==> config.mk <==
export PLATFORM = sky130hd
export DESIGN_NAME = jam_cost_server
export DESIGN_NICKNAME = d
export VERILOG_FILES = /design/src/rtl/jam_cost_server.sv
export SDC_FILE = /design/constraint.sdc
export NUM_CORES = 1
export LEC_CHECK = 0
export ABC_AREA = 1
export BUFFER_PORTS_ARGS = -buffer_cell sky130_fd_sc_hd__buf_2
export CELL_PAD_IN_SITES_DETAIL_PLACEMENT = 1
export CELL_PAD_IN_SITES_GLOBAL_PLACEMENT = 1
export CORE_MARGIN = 5
export CORE_UTILIZATION = 50
export DETAILED_ROUTE_END_ITERATION = 6
export PLACE_DENSITY = 0.79
export SLEW_MARGIN = 5
export SYNTH_ARGS = -nofsm -noshare
export SYNTH_HDL_FRONTEND = slang
export SYNTH_SLANG_ARGS = --single-unit
==> constraint.sdc <==
create_clock -name CLK -period 3.4 [get_ports CLK]
set_input_delay 0 -clock CLK [delete_from_list [all_inputs] [get_ports CLK]]
set_output_delay 0 -clock CLK [all_outputs]
set_load 0.02 [all_outputs]
==> src/rtl/jam_cost_server.sv <==
// Cost-table responder for the job-assignment engine: loads an 8x8 cost matrix,
// serves same-cycle lookups, tracks the row-minimum lower bound and captures the engine result.
//
// state    | meaning
// ---------+------------------------------------------------------------
// ST_LOAD  | accepting table entries, engine held in reset, reads return 0
// ST_SERVE | table complete, serving lookups, counting serve cycles
// ST_DONE  | engine result captured, lookups still served, counter frozen
module jam_cost_server #(
   parameter int CNT_W = 16
) (
   input  logic             CLK,
   input  logic             RST_n,
   input  logic             clear,
   input  logic             load_valid,
   input  logic [6:0]       load_data,
   output logic             load_ready,
   output logic             table_ready,
   input  logic [2:0]       W,
   input  logic [2:0]       J,
   output logic [6:0]       Cost,
   input  logic             Valid,
   input  logic [9:0]       MinCost,
   input  logic [3:0]       MatchCount,
   output logic [9:0]       LowerBound,
   output logic [CNT_W-1:0] serve_cycles,
   output logic             done,
   output logic [9:0]       result_min,
   output logic [3:0]       result_match
);

   typedef enum logic [1:0] {ST_LOAD, ST_SERVE, ST_DONE} state_t;

   state_t     state, state_nxt;
   logic [5:0] idx;
   logic [6:0] rmin, rmin_nxt;
   logic [9:0] lb_acc;
   logic       accept, capture;
   logic [6:0] cost_mem [64];

   always_ff @(posedge CLK or negedge RST_n) begin
      if (!RST_n) state <= ST_LOAD;
      else        state <= state_nxt;
   end

   always_comb begin
      state_nxt = state;
      accept    = 1'b0;
      capture   = 1'b0;
      case (state)
         ST_LOAD: begin
            accept = load_valid && !clear;
            if (accept && idx == 6'd63) state_nxt = ST_SERVE;
         end
         ST_SERVE: begin
            if (Valid) begin
               capture   = !clear;
               state_nxt = ST_DONE;
            end
         end
         ST_DONE: state_nxt = ST_DONE;
         default: state_nxt = ST_LOAD;
      endcase
      if (clear) state_nxt = ST_LOAD;
   end

   // First entry of a row restarts the running minimum.
   assign rmin_nxt = (idx[2:0] == 3'd0 || load_data < rmin) ? load_data : rmin;

   always_ff @(posedge CLK or negedge RST_n) begin
      if (!RST_n) begin
         idx          <= '0;
         rmin         <= '0;
         lb_acc       <= '0;
         serve_cycles <= '0;
         result_min   <= '0;
         result_match <= '0;
      end else if (clear) begin
         idx          <= '0;
         rmin         <= '0;
         lb_acc       <= '0;
         serve_cycles <= '0;
         result_min   <= '0;
         result_match <= '0;
      end else begin
         if (accept) begin
            idx  <= idx + 6'd1;
            rmin <= rmin_nxt;
            if (idx[2:0] == 3'd7) lb_acc <= lb_acc + {3'b000, rmin_nxt};
         end
         if (state == ST_SERVE && serve_cycles != {CNT_W{1'b1}})
            serve_cycles <= serve_cycles + 1'b1;
         if (capture) begin
            result_min   <= MinCost;
            result_match <= MatchCount;
         end
      end
   end

   // Table storage has no reset; LOAD masks reads until a full load completes.
   always_ff @(posedge CLK) begin
      if (accept) cost_mem[idx] <= load_data;
   end

   assign load_ready  = (state == ST_LOAD);
   assign table_ready = (state != ST_LOAD);
   assign done        = (state == ST_DONE);
   assign Cost        = (state == ST_LOAD) ? 7'd0 : cost_mem[{W, J}];
   assign LowerBound  = (state == ST_LOAD) ? 10'd0 : lb_acc;

endmodule

==> out/metrics.cfg <==
[clock_network]
root_buffer=clkbuf_16
cts_tree=yes
clock-sinks=503
cts_buffer_depth=3
cts_inserted_buffers=53
cts_max_level=2
cts_setup_buffers=0
clk_pin_slew_worst_paths_ps=60
clock_latency_ps=610

[place]
gp_congestion=0.812
hpwl_um=38300
io_buffers=81

[route]
drtPass1Iterations=5
drtIter0Drc=1073
viasPerCell=5.77
vias=15700
wl_um=63200
postRouteAntennaNets=0
drc=0
avgRoutedWirePerCell_um=23.2

[critical_path]
cpPeakStageDelay_ps=760
cp-start-kind=flop
cp_cell_sequence=inv_1 > ha_1 > inv_2 > nor2_2 > nand2_2 > inv_1 > buf_4 > nand3_1 > nor2_1
r2r_start=state[0]
timing.setup.critical_path_class=flop to flop
crit_top_cell=inv_1
rrSetupSlack_ps=240
cp_slowest_cell=nor2_1
crit_start=state[0]
r2r.worst_path.cells=9
r2r_end=cost_mem[35][0]
cp_max_fo=12
cp.arrival_ps=3400
cp.required_ps=3640
crit_path_end_kind=flop

[global_route]
grt_max_degree=147
grt_pass1_vias=16800
grt_pass1_wl_um=97400
gr-total-overflow=0
antenna_found_initial=1
grt_use_total=0.266

[cells_and_area]
drive_gt1_frac=0.0988
antenna_cells=0
layout_common_cells=636 x nand2_1, 448 x edfxtp_1, 429 x nand3_1
final_common_cell=nand2_1
layout.nets=2145
synthToLayoutAreaGrowth_pct=12.6

[power_and_ir_drop]
p_sw_frac=0.257
leakage_nw=9.30
comb_power_share=0.112
p_seq_frac=0.488
clkPwrFrac=0.399
ir_drop_v=0.000365
finalPower_w=0.0141
p_int_w=0.0105
p_switching_w=0.00362
power_density_nw_per_um2=577

[synthesis]
synthCells=2008
synthesis.area_um2=21700
synth_area_per_cell_um2=10.8
async_flop_share=0.109
synth-main-ff-cell=edfxtp_1
ys_types=39
yosys_warnings=0
ys_seq_area_frac=0.684
synthesis.nets=2061
synth_edf_count=448
ys_ff_latch=503

[sta]
min_period_over_period=0.931
setup_violations=0
finalSetupTns_ps=0
fmax_mhz=316
rsz0062_at_grt=no
hold_violations=0
period_minus_slack_ps=3160
fin_skew_ps=15.3
max_slew_margin=0.330
finalMaxSlewViolations=0
worst_pin_slew_ps=1000

[floorplan]
rows=76
dieArea_um2=47700
start_util=0.505
core-area_um2=43000
fp.dieH_um=218
die_w_um=218
ios=82

[outcome]
status=finished, final reports clean

[min_path]
worstHoldPathType=input pin to async pin

[job]
maxCapViolCount=0

[critical path: cells and delay by family, from the launching register on]
kind | cells | cell delay, ps
AND/OR/NAND/NOR | 4 | 1680
buffers and inverters | 4 | 520
flip-flops | 1 | 380
adder cells (fa/ha/maj) | 1 | 200
[cell type report]
cell class	instances	area [um2]
Multi-Input combinational cell	1317	5940
Fill cell	4632	18600
Sequential cell	503	14800
Tap cell	585	732
Clock buffer	75	1500
Clock inverter	24	178
Timing Repair Buffer	134	927
Inverter	83	318
[routing by layer]
| layer | vias up | global-route usage | part of all wire |
|---|---|---|---|
| met5 | - | 0 | 0.00024 |
| met2 | 546 | 0.458 | 0.50 |
| met4 | 2 | 0.113 | 0.045 |
| met3 | 172 | 0.0463 | 0.062 |
| li1 | 7110 | - | - |
| met1 | 7871 | 0.334 | 0.39 |
[flip-flops by register name (all words and copies together) (netlist names)]
register,cells
cost_mem,448
serve_cycles,16
lb_acc,10
result_min,10
rmin,7
idx,6
result_match,4
state,2
[cells by family (layout without fill, tap and decap cells)]
| kind of cell | Yosys count | count (layout) | synth area share |
|---|---|---|---|
| xor gates and xnor gates | 6 | 6 | 0.00242 |
| and+or+nand+nor | 1207 | 1207 | 0.237 |
| adders and majority gates | 21 | 21 | 0.0125 |
| AOI/OAI and AO/OA | 83 | 83 | 0.0208 |
| DFF | 503 | 503 | 0.684 |
| buffers and inverters | 188 | 316 | 0.0434 |
[cells in the mapped netlist (4+ instances only)]
| cell | count | area, um2 |
|---|---|---|
| buf_4 | 4 | 30.0 |
| o21ai_0 | 40 | 200 |
| nor3_1 | 14 | 70.1 |
| dfrtp_1 | 55 | 1380 |
| edfxtp_1 | 448 | 13500 |
| buf_2 | 48 | 240 |
| buf_6 | 19 | 214 |
| inv_1 | 74 | 278 |
| clkbuf_1 | 20 | 75.1 |
| nor2_1 | 104 | 390 |
| a21oi_1 | 26 | 130 |
| nand3_1 | 429 | 2150 |
| nand2_1 | 638 | 2390 |
| o22ai_1 | 6 | 37.5 |
| and2_1 | 7 | 43.8 |
| xor2_1 | 4 | 35.0 |
| ha_1 | 20 | 250 |
| buf_1 | 13 | 48.8 |
| nand4_1 | 9 | 56.3 |
| inv_2 | 7 | 26.3 |
[worst max-delay path by stage]
stage               slack (ps)               to
floorplan                  600        lb_acc[8]
CTS                         70        lb_acc[8]
finish                     240  cost_mem[35][0]
detailed placement         120        lb_acc[8]
global route                 6        lb_acc[8]
global placement           290        lb_acc[8]
[power groups by stage]
stage	registers, W	clock network [W]	logic (W)
2_1_floorplan	0.00703	0	0.000907
3_3_place_gp	0.00700	0	0.00143
3_5_place_dp	0.00701	0	0.00151
4_1_cts	0.00688	0.00570	0.00155
5_1_grt	0.00689	0.00601	0.00172
6_report	0.00688	0.00563	0.00158
[per-stage QoR]
step / instance area [um2] / std cells / worst slack (ps) / hold WS [ps] / util
6_report: 24400 / 2721 / 236 / 93.2 / 0.568
5_1_grt: 24400 / 2721 / 5.62 / 176 / 0.568
4_1_cts: 24400 / 2721 / 67.5 / 89.4 / 0.568
3_5_place_dp: 22500 / 2601 / 121 / 190 / 0.524
3_3_place_gp: 22500 / 2601 / 290 / 186 / 0.524
2_1_floorplan: 21700 / 2008 / 600 / -296 / -
[timing repair]
item | CTS | global route
hold buffers | 21 | 0
endpoints found under the setup margin | 0 | 4
resized for setup | 0 | 6
hold endpoints to repair | 69 | 0
Power figures use the tool's default switching activity.
